## config.mk

```make
export PLATFORM = sky130hd
export DESIGN_NAME = risc_run_monitor
export DESIGN_NICKNAME = d
export VERILOG_FILES = /design/src/rtl/risc_run_pkg.sv /design/src/rtl/risc_run_monitor_trace_fifo.sv /design/src/rtl/risc_run_monitor.sv
export SDC_FILE = /design/constraint.sdc
export NUM_CORES = 1
export LEC_CHECK = 0
export CORE_MARGIN = 4
export CORE_UTILIZATION = 65
export DETAILED_ROUTE_END_ITERATION = 8
export GPL_ROUTABILITY_DRIVEN = 0
export PLACE_DENSITY = 0.82
export SLEW_MARGIN = 5
export SYNTH_ARGS = -nofsm -noshare
export SYNTH_HDL_FRONTEND = slang
export SYNTH_SLANG_ARGS = --single-unit
```

## constraint.sdc

```tcl
create_clock -name clk -period 10.4 [get_ports clk]
set_input_delay 1.56 -clock clk [delete_from_list [all_inputs] [get_ports clk]]
set_output_delay 1.56 -clock clk [all_outputs]
set_load 0.02 [all_outputs]
```

## src/rtl/risc_run_pkg.sv

```systemverilog
// rtl/risc_run_pkg.sv - shared types and defaults for the RISC run monitor
// Contents: FSM state encoding, trace entry layout, default parameter values.
package risc_run_pkg;

    localparam int DEF_DATA_W       = 32;
    localparam int DEF_CNT_W        = 32;
    localparam int DEF_RESET_CYCLES = 4;
    localparam int DEF_MAX_CYCLES   = 10000;
    localparam int DEF_TRACE_DEPTH  = 16;

    typedef logic [1:0] state_t;

    localparam state_t S_IDLE  = 2'd0;
    localparam state_t S_RESET = 2'd1;
    localparam state_t S_RUN   = 2'd2;
    localparam state_t S_STOP  = 2'd3;

    // Trace entry at default widths; the FIFO stores {cycle, data} packed in this order.
    typedef struct packed {
        logic [DEF_CNT_W-1:0]  cycle;
        logic [DEF_DATA_W-1:0] data;
    } trace_entry_t;

endpackage

```

## src/rtl/risc_run_monitor_trace_fifo.sv

```systemverilog
// rtl/risc_run_monitor_trace_fifo.sv - first-word fall-through trace FIFO
// Ports: clk, rst (async active-low), flush (drop contents), push/wdata, pop,
//        rdata (head, 0 when empty), empty, full, count (entries held).
module trace_fifo #(
    parameter int WIDTH = 64,
    parameter int DEPTH = 16
) (
    input  logic                   clk,
    input  logic                   rst,
    input  logic                   flush,
    input  logic                   push,
    input  logic                   pop,
    input  logic [WIDTH-1:0]       wdata,
    output logic [WIDTH-1:0]       rdata,
    output logic                   empty,
    output logic                   full,
    output logic [$clog2(DEPTH):0] count
);

    localparam int AW = $clog2(DEPTH);

    logic [WIDTH-1:0] mem [DEPTH];
    logic [AW-1:0]    wr_ptr;
    logic [AW-1:0]    rd_ptr;
    logic             do_push;
    logic             do_pop;

    assign empty   = (count == '0);
    assign full    = (count == (AW+1)'(DEPTH));
    assign do_pop  = pop && !empty;
    // A pop frees the slot in the same cycle, so a push into a full FIFO still lands.
    assign do_push = push && (!full || do_pop);
    // Empty head reads as zero so the outputs are defined after reset and flush.
    assign rdata   = empty ? '0 : mem[rd_ptr];

    always_ff @(posedge clk or negedge rst) begin
        if (!rst) begin
            wr_ptr <= '0;
            rd_ptr <= '0;
            count  <= '0;
        end else if (flush) begin
            wr_ptr <= '0;
            rd_ptr <= '0;
            count  <= '0;
        end else begin
            if (do_push) wr_ptr <= wr_ptr + 1'b1;
            if (do_pop)  rd_ptr <= rd_ptr + 1'b1;
            case ({do_push, do_pop})
                2'b10:   count <= count + 1'b1;
                2'b01:   count <= count - 1'b1;
                default: ;
            endcase
        end
    end

    always_ff @(posedge clk) begin
        if (do_push && !flush) mem[wr_ptr] <= wdata;
    end

endmodule

```

## src/rtl/risc_run_monitor.sv

```systemverilog
// rtl/risc_run_monitor.sv - run controller and output tracer for the KGP RISC core
// Ports: clk, rst (async active-low), start, cpu_out, cpu_halt in; cpu_rst_o, busy, done,
//        timeout, cycle_count out; trace_rd_en in; trace_data, trace_cycle, trace_empty,
//        trace_count, trace_overflow out.
module risc_run_monitor
    import risc_run_pkg::*;
#(
    parameter int DATA_W       = DEF_DATA_W,
    parameter int CNT_W        = DEF_CNT_W,
    parameter int RESET_CYCLES = DEF_RESET_CYCLES,
    parameter int MAX_CYCLES   = DEF_MAX_CYCLES,
    parameter int TRACE_DEPTH  = DEF_TRACE_DEPTH
) (
    input  logic                         clk,
    input  logic                         rst,
    input  logic                         start,
    input  logic [DATA_W-1:0]            cpu_out,
    input  logic                         cpu_halt,
    output logic                         cpu_rst_o,
    output logic                         busy,
    output logic                         done,
    output logic                         timeout,
    output logic [CNT_W-1:0]             cycle_count,
    input  logic                         trace_rd_en,
    output logic [DATA_W-1:0]            trace_data,
    output logic [CNT_W-1:0]             trace_cycle,
    output logic                         trace_empty,
    output logic [$clog2(TRACE_DEPTH):0] trace_count,
    output logic                         trace_overflow
);

    localparam int RCW = $clog2(RESET_CYCLES + 1);
    localparam int FW  = CNT_W + DATA_W;

    state_t            state;
    logic [RCW-1:0]    rst_cnt;
    logic              first_run;
    logic [DATA_W-1:0] last_val;
    logic              capture;
    logic              flush;
    logic              pop_eff;
    logic              fifo_full;
    logic [FW-1:0]     fifo_rdata;

    assign flush       = start && (state == S_IDLE || state == S_STOP);
    // The first RUN cycle always logs so the trace starts from a known value.
    assign capture     = (state == S_RUN) && (first_run || cpu_out != last_val);
    assign pop_eff     = trace_rd_en && !trace_empty;
    assign cpu_rst_o   = (state != S_RUN);
    assign busy        = (state == S_RESET) || (state == S_RUN);
    assign trace_cycle = fifo_rdata[FW-1:DATA_W];
    assign trace_data  = fifo_rdata[DATA_W-1:0];

    always_ff @(posedge clk or negedge rst) begin
        if (!rst) begin
            state          <= S_IDLE;
            rst_cnt        <= '0;
            first_run      <= 1'b0;
            last_val       <= '0;
            cycle_count    <= '0;
            done           <= 1'b0;
            timeout        <= 1'b0;
            trace_overflow <= 1'b0;
        end else begin
            case (state)
                S_IDLE, S_STOP: begin
                    if (start) begin
                        state          <= S_RESET;
                        rst_cnt        <= '0;
                        cycle_count    <= '0;
                        done           <= 1'b0;
                        timeout        <= 1'b0;
                        trace_overflow <= 1'b0;
                    end
                end
                S_RESET: begin
                    if (rst_cnt == RCW'(RESET_CYCLES - 1)) begin
                        state     <= S_RUN;
                        first_run <= 1'b1;
                    end else begin
                        rst_cnt <= rst_cnt + 1'b1;
                    end
                end
                S_RUN: begin
                    first_run <= 1'b0;
                    // A dropped entry still advances the reference so later
                    // changes are judged against what the core actually drove.
                    if (capture) begin
                        last_val <= cpu_out;
                        if (fifo_full && !pop_eff) trace_overflow <= 1'b1;
                    end
                    // Halt has priority over the budget; the count freezes on exit.
                    if (cpu_halt) begin
                        state <= S_STOP;
                        done  <= 1'b1;
                    end else if (cycle_count == CNT_W'(MAX_CYCLES - 1)) begin
                        state   <= S_STOP;
                        timeout <= 1'b1;
                    end else begin
                        cycle_count <= cycle_count + 1'b1;
                    end
                end
                default: state <= S_IDLE;
            endcase
        end
    end

    trace_fifo #(
        .WIDTH (FW),
        .DEPTH (TRACE_DEPTH)
    ) u_trace_fifo (
        .clk   (clk),
        .rst   (rst),
        .flush (flush),
        .push  (capture),
        .pop   (trace_rd_en),
        .wdata ({cycle_count, cpu_out}),
        .rdata (fifo_rdata),
        .empty (trace_empty),
        .full  (fifo_full),
        .count (trace_count)
    );

endmodule

```

* After elaboration in Yosys (flattened, before gate mapping)
Memory sizes are Yosys's and may differ from the RTL's. Cells that the tools add are included.
Word-level totals: word-level logic and storage cells 101, bits in writable memories 1024, bits of input ports 37, output and inout port bits 107, bits in registers 86, memories kept 1
Memory list:
- u_trace_fifo.mem | depth 16, bits a word 64, read ports 1, clocked after memory_dff 0, wr ports 1, line risc_run_monitor_trace_fifo.sv:22 | logic [WIDTH-1:0] mem [DEPTH];
Operators by class: reductions and logical operators 31, equality and inequality tests 20, multiplexer cells 32, $add $sub $neg 6
Operator list (count):
- 32-bit 2-to-1 mux | 3
- 64-bit 2-to-1 mux | 1
- 32-bit one-hot mux with 2 select lines | 1
- 32-bit by 1-bit adder with 32-bit output, second input constant | 1
- 32-bit by 14-bit == test with 1-bit output, second input constant | 1
- 32-bit != test | 1
- 4-bit 2-to-1 mux | 4
- 2-bit != test, second input constant | 6
- 4-bit AND reduction | 3
- 5-bit one-hot mux with 2 select lines | 1
- 2-bit nonzero test | 5
- 1-bit 2-to-1 mux | 9
- 3-bit AND reduction | 3
- 4-bit by 1-bit adder with 4-bit output, second input constant | 2
- 2-bit 2-to-1 mux | 4
- 2-bit by 1-bit != test with 1-bit output, second input constant | 4
- 1-bit one-hot mux with 2 select lines | 4
- 2-bit == test, second input constant | 3
- 1-bit logical AND | 6
- 3-bit 2-to-1 mux | 2
- 2-bit one-hot mux with 3 select lines | 1
- 3-bit one-hot mux with 2 select lines | 1
- 5-bit by 1-bit adder with 5-bit output, second input constant | 1
- 5-bit == test, second input constant | 1
- other kinds (13) | 21

* Depth between registers and ports, before layout
word-level depth 8, mapped depth 12, depth with buffers taken out 12

* Hierarchy
Synthesis repeated with hierarchy kept, for this count alone.
Second synthesis, totals: cell total of the unflattened synthesis 2042, area total of the unflattened synthesis 43541.8 sq um
By module, submodules not included:
- trace_fifo | area each 39701.8 sq um, cells each 1681, instances 1, sequential area each 31074.8 sq um
- risc_run_monitor | area each 3839.9 sq um, cells each 361, instances 1, sequential area each 1826.8 sq um

* Worst setup path after synthesis
Ideal clock, no wire load.
kind input -> register, from input port cpu_out[27], to memory u_trace_fifo.mem[5][0], enable pin, data required time 9835 ps, path slack 3119 ps, setup time 565 ps, arrival 6716 ps, buffers on the path 1, stages on the path 7, cells stage by stage xor2_1 -> nor4_1 -> nand4_1 -> o31ai_4 -> nand2b_1 -> buf_2 -> nor3_1
On the way: word-level cells in the longest chain between the ends 7
RTL lines:
- start: declaration | line risc_run_monitor.sv:17 | input logic [DATA_W-1:0] cpu_out,
- 32-bit != test | line risc_run_monitor.sv:47 | assign capture = (state == S_RUN) && (first_run || cpu_out != last_val);
- 1-bit logical OR | line risc_run_monitor.sv:47
- 1-bit logical AND | line risc_run_monitor.sv:47
- 1-bit logical AND | line risc_run_monitor_trace_fifo.sv:32 | assign do_push = push && (!full || do_pop);
- 1-bit logical AND | line risc_run_monitor_trace_fifo.sv:57 | if (do_push && !flush) mem[wr_ptr] <= wdata;
- 1-bit 2-to-1 mux | line risc_run_monitor_trace_fifo.sv:57
- 1-bit 2-to-1 mux (implied by the code) | line risc_run_monitor_trace_fifo.sv:57
- end: declaration | line risc_run_monitor_trace_fifo.sv:22
No other way between the ends.

* Worst setup path in the final report
from register u_trace_fifo.rd_ptr[0], to output port trace_data[30]
On the way: word-level cells in the longest chain between the ends 2
RTL lines:
- start: declaration | line risc_run_monitor_trace_fifo.sv:24 | logic [AW-1:0] rd_ptr;
- start signal: assignment | line risc_run_monitor_trace_fifo.sv:47 | if (do_pop) rd_ptr <= rd_ptr + 1'b1;
- memory 16 x 64 bit
- 64-bit 2-to-1 mux | line risc_run_monitor_trace_fifo.sv:34 | assign rdata = empty ? '0 : mem[rd_ptr];
- end: declaration | line risc_run_monitor.sv:25 | output logic [DATA_W-1:0] trace_data,
No other way between the ends.

==> results.py <==
metrics = {
    "run_status": {
        "result_of_the_run": "complete, no violations",
    },
    "synthesis": {
        "synth_async_sr_flop_share_pct": 7.75,
        "syn_nets": 2001,
        "synth.ff_latch_count": 1110,
        "netlist_area_um2": 43400,
        "synth_most_common_cell": "sky130_fd_sc_hd__edfxtp_1",
        "synth.lib_cells_used.distinct": 50,
        "synth.cells.most_frequent": "sky130_fd_sc_hd__edfxtp_1, sky130_fd_sc_hd__mux4_2, sky130_fd_sc_hd__dfrtp_1",
        "synth-edff-count": 1024,
        "synth.yosys.warnings": 0,
        "synthesis.instances": 1949,
        "yosysTopAreaCellShare_pct": 70.9,
        "synth_seq_area_share_pct": 75.8,
        "flip_flop_cell_with_the_highest_count_after_synthesis": "sky130_fd_sc_hd__edfxtp_1",
        "top_area_cells_in_the_synthesized_netlist": "sky130_fd_sc_hd__edfxtp_1, sky130_fd_sc_hd__mux4_2, sky130_fd_sc_hd__dfrtp_1, sky130_fd_sc_hd__xor2_1, sky130_fd_sc_hd__nor2b_1",
        "synth_area_leader_cell": "sky130_fd_sc_hd__edfxtp_1",
        "syn_avg_cell_area_um2": 22.3,
    },
    "route": {
        "detail_route.first_pass.iterations": 7,
        "drt-vias-per-instance": 6.94,
        "drt-wirelength-per-cell_um": 33.0,
        "detail-route-antenna-nets": 0,
        "via_count": 21500,
        "drt-total-wl_um": 102000,
        "route.detailed.drc": 0,
        "detail_route.iter0.violations": 2859,
    },
    "clock_tree": {
        "post_cts_resize_count": 0,
        "numClockSinks": 1110,
        "cts-root-buf": "sky130_fd_sc_hd__clkbuf_16",
        "worstSkewPairLatency_ns": 0.67,
        "clkTransAtPathRegs_ns": 0.06,
        "post_cts_hold_buffer_count": 0,
        "cts_inserted_buffers": 104,
        "clockBufferDepth": 3,
        "tritoncts": "yes",
        "cts.htree.levels": 3,
        "post_cts_setup_repair_bufs": 0,
    },
    "grt": {
        "number_of_global_route_vias_before_repair": 22600,
        "first_pass_grt_wire_length_um": 152000,
        "overflow": 0,
        "grt_start_max_net_pins": 144,
        "globalRouteTotalUtil_pct": 29.6,
        "antenna_found_initial": 3,
    },
    "power": {
        "power.combinational.fraction_pct": 27.7,
        "sw_frac_of_total_pct": 29.3,
        "power_per_unit_of_standard_cell_area_nw_per_um2": 256,
        "vdd.ir_drop.worst_v": 0.000188,
        "internal-power_mw": 8.88,
        "power.leakage_nw": 15.6,
        "clockPowerShare_pct": 29.4,
        "switching_power_mw": 3.69,
        "power.sequential.fraction_pct": 42.9,
    },
    "floorplanning": {
        "core_area_um2": 66000,
        "die_x_um": 266,
        "design.die.area_um2": 70900,
        "top_level_ports": 144,
        "die_y_um": 266,
        "rows": 94,
        "start_util_pct": 65.8,
    },
    "timing": {
        "grt_setup_unrepaired": "no",
        "max_slew_margin_pct": 13.1,
        "fin_tns_setup_ns": 0,
        "timing_hold_violations_final": 0,
        "post-route-min-period_ns": 6.34,
        "max_freq_ghz": 0.158,
        "worst_pin_slew_ns": 1.30,
        "finalSetupViolCount": 0,
        "timing.final.crit_share_pct": 60.9,
        "timing_max_transition_violations_final": 0,
        "fin_skew_ns": 0.0401,
    },
    "worst_setup_path": {
        "worst_ep_arrival_time_ns": 4.78,
        "critical_path.cell_chain": "buf_4 > buf_4 > mux4_2 > mux4_2 > nor2b_1 > clkdlybuf4s50_1",
        "worstPathMaxFanout": 42,
        "worst_path_largest_cell_delay_ns": 0.78,
        "criticalPathCategory": "flop to output pin",
        "setup.worst_path.start_class": "flop",
        "cp_slowest_cell": "sky130_fd_sc_hd__buf_4",
        "cp_data_required_time_ns": 8.84,
        "critPathCaptureType": "output pin",
    },
    "cells_and_area": {
        "finished_core_util_pct": 74.5,
        "area_delta_synth_final_pct": 13.3,
        "fill_cells": 3334,
        "layout-drive-gt1-share_pct": 24.5,
        "finalNetCount": 2189,
    },
    "min_path": {
        "hold_path_class": "flop to flop",
    },
    "place": {
        "io_buffers": 143,
        "dp_hpwl_um": 50600,
    },
    "flow_run": {
        "max_cap_viol_count": 0,
    },
}
==> layout make-up <==
| type | count | area [µm²] | share of cell area [%] |
|---|---|---|---|
| Tap cell | 864 | 1080 | 2.20 |
| Sequential cell | 1110 | 32900 | 67.0 |
| Clock inverter | 59 | 443 | 0.901 |
| Inverter | 14 | 52.6 | 0.107 |
| Timing Repair Buffer | 176 | 1700 | 3.46 |
| Antenna cell | 2 | 5.00 | 0.0102 |
| Multi-Input combinational cell | 731 | 10100 | 20.6 |
| Clock buffer | 136 | 2850 | 5.79 |
==> cells in the final DEF, fill, tap and decap left out, types with 3 or more instances in the layout <==
cell / netlist / final
sky130_fd_sc_hd__a31oi_1: 3 / 3
sky130_fd_sc_hd__nor4_1: 12 / 12
sky130_fd_sc_hd__o21ai_0: 16 / 16
sky130_fd_sc_hd__clkinv_1: 1 / 24
sky130_fd_sc_hd__nand2_1: 33 / 33
sky130_fd_sc_hd__and3_1: 10 / 6
sky130_fd_sc_hd__and3_4: 0 / 4
sky130_fd_sc_hd__clkinv_2: 0 / 22
sky130_fd_sc_hd__clkdlybuf4s50_1: 0 / 142
sky130_fd_sc_hd__a21oi_1: 20 / 20
sky130_fd_sc_hd__xor2_1: 49 / 49
sky130_fd_sc_hd__xnor2_1: 14 / 14
sky130_fd_sc_hd__clkinvlp_4: 0 / 3
sky130_fd_sc_hd__dfrtp_1: 86 / 82
sky130_fd_sc_hd__nand4_1: 10 / 10
sky130_fd_sc_hd__bufinv_16: 0 / 6
sky130_fd_sc_hd__and4_1: 7 / 7
sky130_fd_sc_hd__ha_1: 14 / 14
sky130_fd_sc_hd__inv_1: 13 / 13
sky130_fd_sc_hd__edfxtp_1: 1024 / 1024
sky130_fd_sc_hd__clkbuf_16: 0 / 107
sky130_fd_sc_hd__nor3_2: 2 / 5
sky130_fd_sc_hd__dfrtp_4: 0 / 4
sky130_fd_sc_hd__and2_4: 0 / 8
sky130_fd_sc_hd__clkbuf_8: 0 / 6
sky130_fd_sc_hd__nand3_1: 11 / 11
sky130_fd_sc_hd__mux4_2: 320 / 320
sky130_fd_sc_hd__a22o_1: 3 / 3
sky130_fd_sc_hd__mux2_1: 15 / 15
sky130_fd_sc_hd__nor3_1: 13 / 10
sky130_fd_sc_hd__buf_4: 1 / 32
sky130_fd_sc_hd__inv_6: 0 / 5
sky130_fd_sc_hd__nor2_1: 47 / 44
sky130_fd_sc_hd__nor2b_1: 67 / 67
sky130_fd_sc_hd__a21o_1: 3 / 3
sky130_fd_sc_hd__clkbuf_1: 52 / 23
sky130_fd_sc_hd__nand2b_1: 3 / 3
sky130_fd_sc_hd__mux2_2: 17 / 17
sky130_fd_sc_hd__or3_1: 7 / 7
==> layer usage <==
| layer | global-route usage [%] | vias to the layer above | routed length, µm |
|---|---|---|---|
| li1 | - | 8497 | - |
| met2 | 48.7 | 1377 | 51900 |
| met3 | 5.19 | 220 | 9450 |
| met5 | 0 | - | 13 |
| met1 | 41.9 | 11400 | 37800 |
| met4 | 9.24 | 2 | 3090 |
==> worst paths after layout <==
kind	startpoint	end	slack, ns	depth (start not counted)
worst max-delay path	u_trace_fifo.rd_ptr[0]	trace_data[30]	4.06	6
worst min-delay path	last_val[31]	last_val[31]	0.52	1
worst max register to register	last_val[23]	u_trace_fifo.count[4]	6.12	13
worst min register to register	last_val[31]	last_val[31]	0.52	1
max in group asynchronous	rst	u_trace_fifo.rd_ptr[1]	8.33	2
min in group asynchronous	rst	last_val[12]	0.87	1
==> cell families (layout without fill, tap and decap cells) <==
| family | after synthesis | count (layout) | share of synthesized area, % |
|---|---|---|---|
| AOI/OAI and AO/OA | 59 | 59 | 0.882 |
| xor gates and xnor gates | 63 | 63 | 1.27 |
| adders and majority gates | 15 | 15 | 0.450 |
| buffers and inverters | 108 | 385 | 1.04 |
| DFF | 1110 | 1110 | 75.8 |
| muxes | 353 | 353 | 17.5 |
| other | 0 | 2 | 0 |
| and+or+nand+nor | 241 | 241 | 3.05 |
==> critical path: cells and delay by family (launching register included) <==
kind	cells	cell delay, ns
and+or+nand+nor	1	0.16
DFF	1	0.77
muxes	2	1.13
buffers and inverters	3	2.02
==> flip-flops by register name, indices dropped and copies added, names as in the netlist, 2 cells and up <==
signal and flops:
cycle_count 32, last_val 32, rst_cnt 3, state 2, u_trace_fifo.count 5, u_trace_fifo.mem 1024, u_trace_fifo.rd_ptr 4, u_trace_fifo.wr_ptr 4
==> power by group through the flow <==
stage                     clock (mW)  sequential [mW]  combinational (mW)
final                           3.69             5.39                3.48
after global placement             0             5.44                3.37
after global routing            3.94             5.41                3.67
after CTS                       3.72             5.39                3.50
after floorplan                    0             5.32                2.36
after detailed placement           0             5.46                3.42
==> metrics by stage <==
step                      hold slack (ns)  cells  power (mW)  setup WS (ns)  instance area (µm²)
final                               0.517   3092        12.6           4.06                49100
after global routing                0.547   3091        13.0           3.68                49100
after detailed placement            0.503   2895        8.89           4.32                45900
after global placement              0.495   2895        8.81           4.41                45900
after floorplan                     0.472   1949        7.67           3.12                43400
after CTS                           0.517   3090        12.6           3.86                49100
Note: power is estimated with default switching activity, not from simulation.
==> variant: new RTL, same settings <==
Make the reset (`rst`) synchronous in 2 clocked blocks. Comments in the files are not updated.
--- a/src/rtl/risc_run_monitor_trace_fifo.sv
+++ b/src/rtl/risc_run_monitor_trace_fifo.sv
@@ -33,7 +33,7 @@
     // Empty head reads as zero so the outputs are defined after reset and flush.
     assign rdata   = empty ? '0 : mem[rd_ptr];
 
-    always_ff @(posedge clk or negedge rst) begin
+    always_ff @(posedge clk) begin
         if (!rst) begin
             wr_ptr <= '0;
             rd_ptr <= '0;
--- a/src/rtl/risc_run_monitor.sv
+++ b/src/rtl/risc_run_monitor.sv
@@ -51,7 +51,7 @@
     assign trace_cycle = fifo_rdata[FW-1:DATA_W];
     assign trace_data  = fifo_rdata[DATA_W-1:0];
 
-    always_ff @(posedge clk or negedge rst) begin
+    always_ff @(posedge clk) begin
         if (!rst) begin
             state          <= S_IDLE;
             rst_cnt        <= '0;
Formal check against the unedited RTL: differs if rst is asserted again (counterexample within 4 cycles, from zero or initial values and one cycle with rst low); with rst held inactive, the same outputs for 4 cycles.
==> variant against the unedited design <==
Design area rose by 1.5%. Wire length rose by 2.7%. Sequential cell count rose by 4. Worst setup slack improved by 0.064 ns. Final cell count rose by 3.8%. Area after synthesis rose by 0.76%. Critical endpoint is now trace_cycle[5].
Power is not compared: it rests on default switching activity, and its combinational part moved more than twofold at a synthesized area within 25%.
==> variant: results (changes against the unedited design) <==
- Cell count after placement: 3009 (was 2895)
- DRT iter0 DRCs: 3638 (was 2859)
- Total number of vias: 22373 (was 21460)
- Placement Setup Slack: 4.55 ns (was 4.32 ns)
- Async SR Flop Fraction: 0 (was 0.0775)
- Vias in the first global route: 23288 (was 22598)
- Initial antenna violation count: 4 (was 3)
- EDFF count, synth: 1024 (unchanged)
- Yosys warning total: 0 (unchanged)
- Post-CTS setup buffer count: 0 (unchanged)
- Pin count of the biggest net entering global routing: 68 (was 144)
- Syn Nets: 2104 (was 2001)
- Overall routing resource usage: 0.303 (was 0.296)
- Post-CTS resize count: 0 (unchanged)
- Post-DP Area: 46200 um2 (was 45900 um2)
- CP max stage cell: buf_4 (unchanged)
- DP Wirelength: 53700 um (was 50600 um)
- Commonest cells post-synth: edfxtp_1 (1024), mux4_2 (320), nand2_1 (91) (was edfxtp_1 (1024), mux4_2 (320), dfrtp_1 (86))
- Total Nets Final: 2304 (was 2189)
- Tightest Pin Transition: 1.15 ns (was 1.30 ns)
- Worst path top cell family by delay: buffers and inverters (unchanged)
- First-pass GRT wire length: 157000 um (was 152000 um)
- Crit-path max FO: 44 (was 42)
- Seq/Total Area, Yosys: 0.745 (was 0.758)
- Outcome: completed (unchanged)
- Max Root-Sink Buffers: 3 (unchanged)
- Avg Cell Area, Syn: 21.3 um2 (was 22.3 um2)
- Share of layout cells above drive strength 1: 0.254 (was 0.245)
- Reg clk slew, reported paths: 0.06 ns (about the same)
- Maximum VDD drop: 0.161 mV
- Clock Skew: 0.0282 ns (was 0.0401 ns)
- CTS buffer count: 105 (was 104)
- Critical path startpoint category: flop (unchanged)
- Root buf cell: clkbuf_16 (unchanged)
- LEAKAGE: 0.0160 uW
- Fillers: 3290 (was 3334)
- WL/cell: 32.7 um (was 33.0 um)
- H-tree Lvls: 3 (unchanged)
- Regs by FF count: u_trace_fifo.mem x1024, cycle_count x32, last_val x32 (unchanged)
- Top cells by area, synth: edfxtp_1 (70%), mux4_2 (16%), dfxtp_1 (4.1%), xnor2_1 (1.1%), nor2b_1 (1.1%) (was edfxtp_1 (71%), mux4_2 (17%), dfrtp_1 (5.0%), xor2_1 (0.99%), nor2b_1 (0.97%))
- CP peak stage delay: 0.79 ns
- Via/cell ratio: 6.97 (was 6.94)
- Drt first pass iters: 6 (was 7)
- Yosys cell types: 65 (was 50)
- Crit path DAT: 4.71 ns (was 4.78 ns)
- Port bufs: 143 (unchanged)
- Clk_lat worst skew: 0.67 ns (about the same)
- Hold crit path type: flop to flop (unchanged)
-- variant: cells by family (layout without fill, tap and decap cells) --
family          after synthesis  count (layout)  share of synthesized area
flops                      1114            1114                      0.745
mux                         330             330                      0.167
simple gates                302             302                     0.0364
buf+inv                     124             414                     0.0163
compound gates              109             109                     0.0195
xor+xnor                     58              58                     0.0116
fa+ha+maj                    15              15                    0.00446
other cells                   0               3                          0
-- variant: path summary, 6_finish.rpt --
check / startpoint / endpoint / slack, ns / cells past startpoint
hold / removal: last_val[24] / last_val[24] / 0.47 / 2
setup reg to reg: u_trace_fifo.count[0] / u_trace_fifo.mem[13][15] / 6.42 / 5
hold reg to reg: last_val[24] / last_val[24] / 0.47 / 2
setup / recovery: flop / trace_cycle[5] / 4.13 / 6
-- variant: power by group --
| part | switching (uW) | total [uW] | internal (uW) |
|---|---|---|---|
| logic | 849 | 1470 | 622 |
| clock network | 1640 | 4090 | 2450 |
| registers | 58.3 | 5010 | 4960 |
-- variant: metrics by stage --
step | hold slack, ns | power, uW
floorplan | 0.435 | 6060
global placement | 0.442 | 6530
detailed placement | 0.453 | 6560
CTS | 0.470 | 10600
global route | 0.493 | 10900
finish | 0.473 | 10600
-- variant: cell type report --
type / instances / area (um2) / share of cell area
multi-input combinational: 814 / 10600 / 0.212
clock buffer: 139 / 2990 / 0.0600
timing repair buffer: 200 / 1860 / 0.0373
tap: 864 / 1080 / 0.0217
clock inverter: 58 / 737 / 0.0148
sequential: 1114 / 32600 / 0.653
antenna: 3 / 7.51 / 0.000150
inverter: 17 / 63.8 / 0.00128
-- variant: layer usage --
metal | up-vias | global-route usage | part of all wire
met4 | 2 | 0.0917 | 0.028
met5 | - | 0 | 0.00012
met1 | 11666 | 0.433 | 0.37
met2 | 1626 | 0.491 | 0.50
li1 | 8854 | - | -
met3 | 225 | 0.0562 | 0.10
-- variant: worst register-to-register path, stage by stage, from the launching register on --
cell     delay (ns)
dfxtp_1        0.52
or4_1          0.37
or3b_1         0.44
nand3_1        0.40
nor2_4         0.90
buf_4          0.94
